===== src/rtl/mem_arbiter_ctrl.sv =====
// Shares one narrow external memory bus between the IF and ME ports of the core.
// Each 32-bit word access is split into BUS_W-bit beats; reads are pipelined with a fixed latency.
module mem_arbiter_ctrl #(
  parameter int ADDR_W   = 32,
  parameter int BUS_W    = 8,
  parameter int READ_LAT = 1,
  parameter int RR_EN    = 0
) (
  input  logic              clk,
  input  logic              rst,
  input  logic              if_req_i,
  input  logic [ADDR_W-1:0] if_addr_i,
  output logic [31:0]       if_data_o,
  output logic              if_done_o,
  input  logic              me_req_i,
  input  logic              me_we_i,
  input  logic [3:0]        me_sel_i,
  input  logic [ADDR_W-1:0] me_addr_i,
  input  logic [31:0]       me_wdata_i,
  output logic [31:0]       me_rdata_o,
  output logic              me_done_o,
  output logic              mem_ce_o,
  output logic              mem_we_o,
  output logic [BUS_W/8-1:0] mem_sel_o,
  output logic [ADDR_W-1:0] mem_addr_o,
  output logic [BUS_W-1:0]  mem_wdata_o,
  input  logic [BUS_W-1:0]  mem_rdata_i,
  output logic              busy_o
);

  localparam int N     = 32 / BUS_W;
  localparam int SEL_W = BUS_W / 8;
  localparam int BSH   = $clog2(SEL_W);
  localparam logic [31:0] BEAT_MASK = 32'((64'd1 << BUS_W) - 64'd1);

  typedef enum logic [1:0] {IDLE, RD, WR, DONE} state_t;

  state_t              state;
  logic                gnt_me;
  logic                last_me;
  logic [ADDR_W-1:0]   base_q;
  logic [3:0]          sel_q;
  logic [31:0]         wdata_q;
  logic [31:0]         asm_q;
  logic [2:0]          beat;
  logic [1:0]          cap;
  logic [READ_LAT-1:0] rd_vld;

  logic                pick_me;
  logic                issue_more;
  logic [ADDR_W-1:0]   grant_base;
  logic [ADDR_W-1:0]   beat_addr;
  logic [BUS_W-1:0]    beat_wdata;
  logic [SEL_W-1:0]    beat_sel;
  logic [31:0]         asm_next;
  logic                unused_addr_lsbs;

  assign unused_addr_lsbs = ^{if_addr_i[1:0], me_addr_i[1:0]};
  assign busy_o = (state != IDLE);

  // last_me remembers the previous grant so a tie under round-robin goes to the other port
  always_comb begin
    pick_me    = me_req_i && (!if_req_i || (RR_EN == 0) || !last_me);
    grant_base = pick_me ? {me_addr_i[ADDR_W-1:2], 2'b00} : {if_addr_i[ADDR_W-1:2], 2'b00};
    issue_more = (beat != 3'(N));
    beat_addr  = base_q + (ADDR_W'(beat) << BSH);
    beat_wdata = BUS_W'(wdata_q >> (BUS_W * int'(beat[1:0])));
    beat_sel   = SEL_W'(sel_q >> (SEL_W * int'(beat[1:0])));
    asm_next   = (asm_q & ~(BEAT_MASK << (BUS_W * int'(cap))))
               | (32'(mem_rdata_i) << (BUS_W * int'(cap)));
  end

  // Beat 0 is driven straight from the request inputs at the grant edge so it lands in cycle 1
  always_ff @(posedge clk or posedge rst) begin
    if (rst) begin
      state       <= IDLE;
      gnt_me      <= 1'b0;
      last_me     <= 1'b0;
      base_q      <= '0;
      sel_q       <= '0;
      wdata_q     <= '0;
      asm_q       <= '0;
      beat        <= '0;
      cap         <= '0;
      rd_vld      <= '0;
      if_data_o   <= '0;
      if_done_o   <= 1'b0;
      me_rdata_o  <= '0;
      me_done_o   <= 1'b0;
      mem_ce_o    <= 1'b0;
      mem_we_o    <= 1'b0;
      mem_sel_o   <= '0;
      mem_addr_o  <= '0;
      mem_wdata_o <= '0;
    end else begin
      rd_vld <= READ_LAT'({rd_vld, mem_ce_o & ~mem_we_o});
      case (state)
        IDLE: begin
          if (if_req_i || me_req_i) begin
            gnt_me     <= pick_me;
            base_q     <= grant_base;
            beat       <= 3'd1;
            cap        <= 2'd0;
            mem_addr_o <= grant_base;
            if (pick_me && me_we_i) begin
              state       <= WR;
              sel_q       <= me_sel_i;
              wdata_q     <= me_wdata_i;
              mem_ce_o    <= |me_sel_i[SEL_W-1:0];
              mem_we_o    <= |me_sel_i[SEL_W-1:0];
              mem_sel_o   <= me_sel_i[SEL_W-1:0];
              mem_wdata_o <= me_wdata_i[BUS_W-1:0];
            end else begin
              state     <= RD;
              mem_ce_o  <= 1'b1;
              mem_we_o  <= 1'b0;
              mem_sel_o <= '1;
            end
          end
        end
        RD: begin
          if (issue_more) begin
            mem_addr_o <= beat_addr;
            mem_ce_o   <= 1'b1;
            mem_sel_o  <= '1;
            beat       <= beat + 3'd1;
          end else begin
            mem_ce_o  <= 1'b0;
            mem_sel_o <= '0;
          end
          // Captures trail issues by READ_LAT cycles; the last capture completes the word
          if (rd_vld[READ_LAT-1]) begin
            asm_q <= asm_next;
            cap   <= cap + 2'd1;
            if (cap == 2'(N - 1)) begin
              state <= DONE;
              if (gnt_me) begin
                me_done_o  <= 1'b1;
                me_rdata_o <= asm_next;
              end else begin
                if_done_o <= 1'b1;
                if_data_o <= asm_next;
              end
            end
          end
        end
        WR: begin
          if (issue_more) begin
            mem_addr_o  <= beat_addr;
            mem_wdata_o <= beat_wdata;
            mem_sel_o   <= beat_sel;
            mem_ce_o    <= |beat_sel;
            mem_we_o    <= |beat_sel;
            beat        <= beat + 3'd1;
          end else begin
            mem_ce_o  <= 1'b0;
            mem_we_o  <= 1'b0;
            mem_sel_o <= '0;
            state     <= DONE;
            me_done_o <= 1'b1;
          end
        end
        DONE: begin
          if_done_o <= 1'b0;
          me_done_o <= 1'b0;
          last_me   <= gnt_me;
          state     <= IDLE;
        end
        default: state <= IDLE;
      endcase
    end
  end

endmodule


===== config.mk =====
export PLATFORM = sky130hd
export DESIGN_NAME = mem_arbiter_ctrl
export DESIGN_NICKNAME = d
export VERILOG_FILES = /design/src/rtl/mem_arbiter_ctrl.sv
export SDC_FILE = /design/constraint.sdc
export NUM_CORES = 1
export LEC_CHECK = 0
export ABC_CLOCK_PERIOD_IN_PS = 17100
export CORE_AREA = 5 5 207 149
export DETAILED_ROUTE_END_ITERATION = 12
export DIE_AREA = 0 0 212 154
export PLACE_DENSITY = 0.56
export REMOVE_ABC_BUFFERS = 1
export SETUP_SLACK_MARGIN = 0.2
export SLEW_MARGIN = 25
export SYNTH_ARGS = -nofsm -noshare
export SYNTH_HDL_FRONTEND = slang
export SYNTH_SLANG_ARGS = --single-unit

===== constraint.sdc =====
create_clock -name clk -period 17.1 [get_ports clk]
set_clock_uncertainty 0.2 [all_clocks]
set_input_delay 1.71 -clock clk [delete_from_list [all_inputs] [get_ports clk]]
set_output_delay 1.71 -clock clk [all_outputs]
set_load 0.005 [all_outputs]

==> metrics.log <==
INFO  metric outcome = completed
INFO  metric intPower = 1.63 mW
INFO  metric finalSetupViolations = 0
INFO  metric core_area = 0.0286 mm²
INFO  metric dp.final_hpwl = 19.7 mm
INFO  metric initial_core_util = 34.5%
INFO  metric die-area = 0.0326 mm²
INFO  metric ctsHtreeMaxLevel = 1
INFO  metric tritoncts_clock_tree = built
INFO  metric post_route_cells_drive_above_1_share = 9.38%
INFO  metric r2r-end = mem_addr_o[16]
INFO  metric route.top_layer_used = met5
INFO  metric chipHeight = 154 µm
INFO  metric routedLengthMet1 = 13.7 mm
INFO  metric detail_route.wirelength = 28.2 mm
INFO  metric synth_seq_area_share = 54.6%
INFO  metric drc_errors = 0
INFO  metric antenna-diode-count = 0
INFO  metric cp-end-kind = primary output
INFO  metric timing_max_transition_violations_final = 0
INFO  metric worst_setup_hold_path_clk_slew = 0.06 ns
INFO  metric layout.core_utilization = 46.4%
INFO  metric area_delta_synth_final = 34.4%
INFO  metric dr.first_iter.drc_count = 415
INFO  metric hold_path.startpoint = mem_addr_o[18]
INFO  metric totalPowerFinal = 2.51 mW
INFO  metric r2r.worst_path.cells = 7
INFO  metric route.met2.wl = 12.3 mm
INFO  metric seq_power_share = 36.7%
INFO  metric most-common-layout-cells = 217 x sky130_fd_sc_hd__clkdlybuf4s50_1, 215 x sky130_fd_sc_hd__dfrtp_1, 161 x sky130_fd_sc_hd__o21ai_0
INFO  metric wl_per_cell = 18.4 µm
INFO  metric worst_ep_arrival_time = 2.31 ns
INFO  metric reg2reg_setup_slack = 14.02 ns
INFO  metric synth_cell_types = 46
INFO  metric cts_num_sinks = 215
INFO  metric globalRoute.totalOverflow = 0
INFO  metric maxClockFrequency = 0.237 GHz
INFO  metric timing_worst_setup_path_type = reg -> out
INFO  metric antenna_violations_before_repair = 2
INFO  metric drt_pre_antenna_iters = 5
INFO  metric layout.cells.most_common = sky130_fd_sc_hd__clkdlybuf4s50_1
INFO  metric period_needed = 4.22 ns
INFO  metric clockRootBuffer = sky130_fd_sc_hd__clkbuf_16
INFO  metric pwr_density_cell = 190 mW/mm²
INFO  metric vdd_ir_max = 0.0890 mV
INFO  metric max-slew-margin-rel = 35.3%
INFO  metric met3RoutedLength = 1.86 mm
INFO  metric cp-start-kind = flip-flop
INFO  metric rsz0062_at_grt = no
INFO  metric detail-route-antenna-nets = 0
INFO  metric worst_pin_slew = 0.963 ns
INFO  metric max-clock-path-buffers = 3
INFO  metric finalWeightedCongestion = 0.767
INFO  metric synth_async_sr_flop_share = 100%
INFO  metric synth-warning-count = 0
INFO  metric worst_setup_path_end = busy_o
INFO  metric synth.ff_latch_count = 215
INFO  metric finalHoldViolCount = 0
INFO  metric worst_setup_path_startpoint = state[0]
INFO  metric nets = 1261
INFO  metric syn_area_per_cell = 10.5 µm²
INFO  metric cp.required = 15.19 ns
INFO  metric number_of_global_route_vias_before_repair = 7853
INFO  metric crit_fanout = 16
INFO  metric post_cts.resized_instances = 0
INFO  metric ctsHoldBuffers = 0
INFO  metric drt-vias-per-instance = 5.02
INFO  metric comb_power_share = 41.0%
INFO  metric std_cell_rows = 52
INFO  metric grt_pass1_wl = 45.4 mm
INFO  metric leakagePower = 5.76 nW
INFO  metric switching_share = 35.1%
INFO  metric grt_max_degree = 91
INFO  metric max_cap_viol_count = 0
INFO  metric post_synth_instance_area = 0.00986 mm²
INFO  metric die_x = 212 µm
INFO  metric gr-usage-all-layers = 17.0%
INFO  metric ys_dominant_reg_cell = sky130_fd_sc_hd__dfrtp_1
INFO  metric type_of_the_worst_min_delay_path = reg -> reg
INFO  metric final_min_period_over_clock_period = 24.7%
INFO  metric setup-tns-final = 0 ns
INFO  metric placement.io_buffers = 218
INFO  metric postSynthCellCount = 938
INFO  metric total_cts_buffers = 24
INFO  metric insertion_delay_of_the_later_clocked_pin_in_the_worst_skew_pair = 0.52 ns
INFO  metric via_count = 7687
INFO  metric pin_count = 223
INFO  metric timing.rr.start = beat[0]
INFO  metric synth_enable_flop_cells = 0
INFO  metric post-cts-setup-buffer-count = 0
INFO  metric switching_power = 0.880 mW
INFO  metric pwr-share-clk = 22.2%
power by group through the flow:
| stage | Clock (mW) | Sequential (mW) | Combinational [mW] |
|---|---|---|---|
| 4_1_cts | 0.574 | 0.925 | 1.05 |
| 3_3_place_gp | 0 | 0.923 | 1.03 |
| 2_1_floorplan | 0 | 0.903 | 0.558 |
| 6_report | 0.558 | 0.923 | 1.03 |
| 5_1_grt | 0.593 | 0.961 | 1.16 |
| 3_5_place_dp | 0 | 0.931 | 1.05 |
through the flow:
| stage | hold slack, ns | cells | area, µm² | setup WS, ns |
|---|---|---|---|---|
| 2_1_floorplan | 0.245 | 881 | 9620 | 9.31 |
| 3_3_place_gp | 0.262 | 1487 | 12400 | 12.84 |
| 3_5_place_dp | 0.268 | 1487 | 12400 | 12.82 |
| 4_1_cts | 0.282 | 1530 | 13200 | 12.87 |
| 5_1_grt | 0.303 | 1530 | 13200 | 12.76 |
| 6_report | 0.275 | 1530 | 13200 | 12.88 |
cell families after synthesis:
logic type,Yosys count,share of synthesized area (%)
DFF,215,54.6
muxes,84,10.2
xor gates and xnor gates,23,2.04
adders and majority gates,13,1.65
and+or+nand+nor,262,12.9
AOI/OAI and AO/OA,271,15.7
buffers and inverters,70,2.93
synthesized netlist by cell type, types with 3 or more instances:
| cell | n | area (µm²) |
|---|---|---|
| sky130_fd_sc_hd__a21o_1 | 3 | 22.5 |
| sky130_fd_sc_hd__a21oi_1 | 50 | 250 |
| sky130_fd_sc_hd__a22o_1 | 38 | 333 |
| sky130_fd_sc_hd__and3_1 | 8 | 50.1 |
| sky130_fd_sc_hd__and4_1 | 3 | 26.3 |
| sky130_fd_sc_hd__buf_1 | 9 | 33.8 |
| sky130_fd_sc_hd__buf_2 | 15 | 75.1 |
| sky130_fd_sc_hd__clkbuf_1 | 31 | 116 |
| sky130_fd_sc_hd__dfrtp_1 | 215 | 5380 |
| sky130_fd_sc_hd__ha_1 | 13 | 163 |
| sky130_fd_sc_hd__inv_1 | 13 | 48.8 |
| sky130_fd_sc_hd__mux2_2 | 40 | 450 |
| sky130_fd_sc_hd__mux2i_1 | 35 | 350 |
| sky130_fd_sc_hd__mux4_2 | 9 | 203 |
| sky130_fd_sc_hd__nand2_1 | 134 | 503 |
| sky130_fd_sc_hd__nand3_1 | 25 | 125 |
| sky130_fd_sc_hd__nand4_1 | 8 | 50.1 |
| sky130_fd_sc_hd__nor2_1 | 19 | 71.3 |
| sky130_fd_sc_hd__nor2b_1 | 34 | 213 |
| sky130_fd_sc_hd__nor3_1 | 15 | 75.1 |
| sky130_fd_sc_hd__o21ai_0 | 162 | 811 |
| sky130_fd_sc_hd__o21ai_1 | 3 | 15.0 |
| sky130_fd_sc_hd__o31ai_1 | 6 | 45.0 |
| sky130_fd_sc_hd__xnor2_1 | 8 | 70.1 |
| sky130_fd_sc_hd__xor2_1 | 15 | 131 |
flip-flops by register name, summed over array words and instances, names as in the netlist:
signal       count
mem_wdata_o      8
mem_sel_o        1
sel_q            4
asm_q           32
if_done_o        1
beat             3
me_rdata_o      32
cap              2
state            2
mem_we_o         1
base_q          30
mem_addr_o      32
wdata_q         32
gnt_me           1
if_data_o       32
rd_vld           1
me_done_o        1
worst min-delay path by stage:
stage	endpoint	slack [ns]	depth (start not counted)
2_1_floorplan	sel_q[0]	0.25	2
3_3_place_gp	mem_wdata_o[2]	0.26	2
3_5_place_dp	mem_addr_o[18]	0.27	2
4_1_cts	mem_addr_o[18]	0.28	2
5_1_grt	me_rdata_o[8]	0.30	2
6_report	mem_addr_o[18]	0.28	2
per-layer routing:
metal  track usage, %  up-vias
met1             25.2     3766
li1                 -     3709
met4             2.18        4
met3             4.46       33
met2             25.9      175
met5                0        -
worst max-delay path, cell delays in order (launching register included):
cell and delay, ns:
sky130_fd_sc_hd__dfrtp_1 0.40, sky130_fd_sc_hd__inv_1 0.11, sky130_fd_sc_hd__ha_1 0.59, sky130_fd_sc_hd__inv_1 0.17, sky130_fd_sc_hd__clkdlybuf4s50_1 0.52
layout make-up:
| cell class | instances | area (µm²) |
|---|---|---|
| fill | 2702 | 15300 |
| multi-input combinational | 653 | 4220 |
| clock inverter | 5 | 136 |
| tap | 378 | 473 |
| clock buffer | 38 | 723 |
| sequential | 215 | 5380 |
| timing repair buffer | 228 | 2250 |
| inverter | 13 | 56.3 |
Note: power is estimated with default switching activity, not from simulation.
==> variant 1: new RTL, same flow settings <==
Re-encode `state_t` (4 states) as one-hot, 4 bits wide.
--- a/src/rtl/mem_arbiter_ctrl.sv
+++ b/src/rtl/mem_arbiter_ctrl.sv
@@ -33,7 +33,7 @@
   localparam int BSH   = $clog2(SEL_W);
   localparam logic [31:0] BEAT_MASK = 32'((64'd1 << BUS_W) - 64'd1);
 
-  typedef enum logic [1:0] {IDLE, RD, WR, DONE} state_t;
+  typedef enum logic [3:0] {IDLE = 4'b0001, RD = 4'b0010, WR = 4'b0100, DONE = 4'b1000} state_t;
 
   state_t              state;
   logic                gnt_me;
Behaviour: same outputs for any inputs over 4 cycles, from zero or initial values and one cycle with rst high; so few cycles prove little.
==> variant 1 against the unedited design <==
Setup slack lost 1.0 ps. Power decreased by 20%. Worst hold slack got worse by 4.6 ps. Sequential cell count up 2. Design area barely moved. Area after synthesis rose by 0.76%. Cell count shrank 1.4%. Highest routed layer unchanged. Combinational power shrank 36%. Largest power group is now sequential cells. Wire length down 3.8%. Core utilization barely moved.
==> variant 1: results (changes against the unedited design) <==
The fraction of layout cells with a size suffix above 1 was 0.1052 (+0.01147). The logs give 0.07221 mV (-19%) for the peak supply drop and 0.7469 (-2.6%) for the final estimated routing congestion in global placement. The number of cells on the worst hold path is 1 (-1), and the worst-case reg-to-reg path depth is 6 (-1).

The number of CTS-inserted buffers was 23 (-4.2%); the net switching share of the total power was 0.3293 (-0.02119). Post-place instance area: 0.01242 sq mm (+0.38%). The number of DRC markers in iteration 0 was 418 (+0.72%); the cell internal power dissipation was 1.345 mW (-18%). The tools report the met2 layer wire length in the routed design as 11390 um (-7.1%).

Via count of the first global-routing pass: 7400 (-5.8%). The post-synthesis adder-cell area fraction came out at 0.01134 (-0.005164). Number of unique standard cell types used by synthesis: 56 (+22%).

The first-pass GRT wire length was 43230 um (-4.8%); the total detailed-routing wirelength was 27120 um (-3.8%). Routed via count divided by cell count: 4.944 (-1.6%). The multiplexer share of the synthesized area is 0.1050 (+0.003136), and the reported leakage power is 5.603 nW (-2.7%). The HPWL after detailed placement is 18910 um (-3.9%), and the number of iterations in the first detailed-routing pass is 4 (-1). Clock network fraction of total power: 0.265 (+0.043). The maximum number of pins on one net before global-route repair was 146 (+60%). The run gives 13690 ps (-330 ps) as the setup slack of the worst register-to-register path.

By count the netlist is led by sky130_fd_sc_hd__dfrtp_1, sky130_fd_sc_hd__a21oi_1, sky130_fd_sc_hd__nand2_1. Worst slack on hold paths: 270.7 ps (-4.625 ps). The maximum net fanout on the critical path came out at 13 (-3).

The share of the synthesized area in compound gates (AO/OA/AOI/OAI) was 0.1462 (-0.01127); the worst slack after detailed placement was 12630 ps (-188.7 ps). The synthesized area per cell came out at 10.79 sq um (+2.7%). The run finished with clean final reports. The logs give 0.5469 (+0.001039) for the register area share after synthesis and 0.1633 (-0.007028) for the total global-route track usage. Final standard cell count with taps included and fillers excluded: 1509 (-1.4%). Yosys attributes the largest share of cell area to sky130_fd_sc_hd__dfrtp_1, sky130_fd_sc_hd__a21oi_1, sky130_fd_sc_hd__mux2_2. The met2 usage came out at 0.2316 (-0.02736).

The routed metal-1 wire length was 13570 um (-0.98%). The run gives 1 (-1) as the initial antenna violation count. The actual transition at the worst max-transition pin works out to 943.9 ps (-18.66 ps).
-- variant 1: cell types whose count changed in the layout (fill, tap and decap cells not counted), sizes merged, moves of 8 or more --
cell	unedited run	this run
clkbuf	38	30
nand3	26	18
nor2	19	78
xnor2	8	22
a21oi	50	99
o21ai	165	80
xor2	15	2
nand2	134	83
a21o	3	16
-- variant 1: worst max-delay path, cell delays in order, from the launching register on --
cell	delay [ps]
sky130_fd_sc_hd__dfstp_2	680
sky130_fd_sc_hd__nor4b_4	380
sky130_fd_sc_hd__inv_1	200
sky130_fd_sc_hd__clkdlybuf4s50_1	520
-- variant 1: final cells by class --
| cell class | instances | area (sq um) |
|---|---|---|
| Fill cell | 2730 | 15330 |
| Sequential cell | 217 | 5431 |
| Multi-Input combinational cell | 632 | 4197 |
| Timing Repair Buffer | 227 | 2268 |
| Clock buffer | 30 | 641.9 |
| Tap cell | 378 | 473.0 |
| Clock inverter | 12 | 160.2 |
| Inverter | 13 | 61.31 |
==> variant 2: new RTL, config.mk and constraints unchanged <==
Made on the original files. Set the parameter `READ_LAT` to 2 (it was 1).
--- a/src/rtl/mem_arbiter_ctrl.sv
+++ b/src/rtl/mem_arbiter_ctrl.sv
@@ -3,7 +3,7 @@
 module mem_arbiter_ctrl #(
   parameter int ADDR_W   = 32,
   parameter int BUS_W    = 8,
-  parameter int READ_LAT = 1,
+  parameter int READ_LAT = 2,
   parameter int RR_EN    = 0
 ) (
   input  logic              clk,
Check against the original RTL: not equivalent (Yosys sat finds a counterexample within 10 cycles, from zero or initial values and one cycle with rst high).
==> variant 2 against the unedited design <==
Largest power group unchanged. Design area rose by 0.31%. Count of clock-buffer cells in the layout shrank 8. First-iteration DRC count fell by 13%. Power fell by 9.1%. Highest routed layer is now met4. Area after synthesis is 1.1% higher. Die area unchanged. Critical path type unchanged. Setup slack worse by 260 ps. Worst hold slack lost 120 ps. Sequential cell count grew 1. Core utilization grew 0.14 points. Wire length up 0.76%.
==> variant 2: results (changes against the unedited design) <==
The total power of the final layout is 2.284 mW (-9.1%). For the fill cell instance count of the final layout, the log shows 2680 (-0.81%). The switching component of the power was 0.8269 mW (-6.0%); the worst max-slew margin expressed relative to the limit was 0.3490 (-0.004308). The tools report the maximum number of pins on one net before global-route repair as 89 (-2.2%). The logs give 28410 um (+0.76%) for the total detailed-routing wirelength and 20130 um (+2.3%) for the HPWL after detailed placement.

The run gives 0.862 mW (-6.6%) as the sequential-cell power consumption. The tools report the initial antenna violation count as 0 (-2). The flow ran to the end, and the final reports show no timing, DRC or antenna violations. Sorting the synthesized cells by how often they occur yields sky130_fd_sc_hd__dfrtp_1, sky130_fd_sc_hd__o21ai_0, sky130_fd_sc_hd__nand2_1.

The share of the synthesized area in compound gates (AO/OA/AOI/OAI) works out to 0.1537 (-0.003690). For the count of buffers added by post-CTS timing repair for setup, the log shows 0 (unchanged). The number of iterations in the first detailed-routing pass is 4 (-1). The worst slack after detailed placement came out at 12710 ps (-109.8 ps). In the post-synthesis netlist, the biggest area contributors are sky130_fd_sc_hd__dfrtp_1, sky130_fd_sc_hd__o21ai_0, sky130_fd_sc_hd__nand2_1.

The tools report the total global-route track usage as 0.1707 (+0.0003765). The number of DRC markers in iteration 0 is 362 (-13%). First-pass GRT wire length: 44990 um (-0.87%). The longest individual stage delay on the worst path works out to 560 ps (-30 ps). The post-synthesis share of cell area spent on xor and xnor gates is 0.02374 (+0.003299). The number of CTS-inserted buffers was 23 (-4.2%); the multiplexer share of the synthesized area was 0.1006 (-0.001213). The run gives 48 (+4.3%) as the number of unique standard cell types used by synthesis. The fraction of layout cells with a size suffix above 1 works out to 0.09675 (+0.002997).

The register area share after synthesis came out at 0.5426 (-0.003316). Category of cells accounting for the largest share of critical-path delay: buffers and inverters. The number of cells on the worst hold path came out at 0 (-2). The maximum net fanout on the critical path works out to 14 (-2).

Met2 usage: 0.2372 (-0.02173). The met3 capacity usage during global routing is 0.05336 (+0.008758). The terminus of the critical flop-to-flop path was mem_addr_o[0].

The post-synthesis adder-cell area fraction is 0.01633 (-0.0001762). The synthesized area per cell was 10.44 sq um (-0.62%); the average detailed-routed wire length per instance was 18.38 um (-0.28%). The logs give 0.1039 mV (+17%) for the peak supply drop and 7807 (+1.6%) for the via count of the routed design. For hold timing, the worst endpoint is rd_vld[1]. The slowest stage of the critical path is the sky130_fd_sc_hd__clkdlybuf4s50_1 cell.

The run gives 0.2628 (+0.01033) as the met1 demand-to-capacity share in global routing.
==> variant 2: cell types whose count changed after synthesis, sizes merged, moves of 3 or more <==
| cell | before | now |
|---|---|---|
| a21oi | 50 | 53 |
| nor3 | 17 | 22 |
| and4 | 3 | 0 |
| nor2 | 19 | 28 |
| o21ai | 165 | 161 |
| xor2 | 15 | 20 |
| o31ai | 6 | 3 |
| nand4 | 9 | 14 |
| nand3 | 26 | 23 |
==> variant 2: cells by family after synthesis <==
family                   after synthesis
AND/OR/NAND/NOR                      276
AO/OA/AOI/OAI                        268
flip-flops                           216
multiplexers                          84
buffers and inverters                 70
XOR/XNOR                              27
adder cells (fa/ha/maj)               13
==> variant 2: metrics by stage <==
step / hold WS (ps) / cell area (sq um)
floorplan: 131.2 / 9716
global placement: 136.1 / 12470
detailed placement: 150.5 / 12470
CTS: 164.0 / 13260
global route: 177.7 / 13280
finish: 156.5 / 13280
==> variant 2: cell type report <==
cell class | instances | share of cell area
flip-flops and latches | 216 | 0.4069
multi-input cells | 668 | 0.3228
repair buffers | 229 | 0.1711
clock buffers | 30 | 0.04832
well taps | 378 | 0.03561
clock inverters | 12 | 0.01102
inverters | 13 | 0.004239
==> variant 2: how the worst max path moves through the flow <==
stage                     endpoint      from  cells past startpoint  slack, ps
finish                      busy_o  state[1]                      4      12620
global route                busy_o  state[0]                      4      12410
CTS                         busy_o  state[0]                      4      12550
detailed placement   mem_addr_o[0]  if_req_i                      6      12710
global placement    mem_addr_o[28]  if_req_i                      6      12760
floorplan                 asm_q[0]       rst                      1       9280
==> variant 2: metal layers <==
| layer | vias to the layer above | wire length [um] |
|---|---|---|
| met3 | 39 | 2368 |
| met5 | - | 0 |
| met1 | 3793 | 13890 |
| li1 | 3766 | - |
| met4 | 0 | 548 |
| met2 | 209 | 11600 |
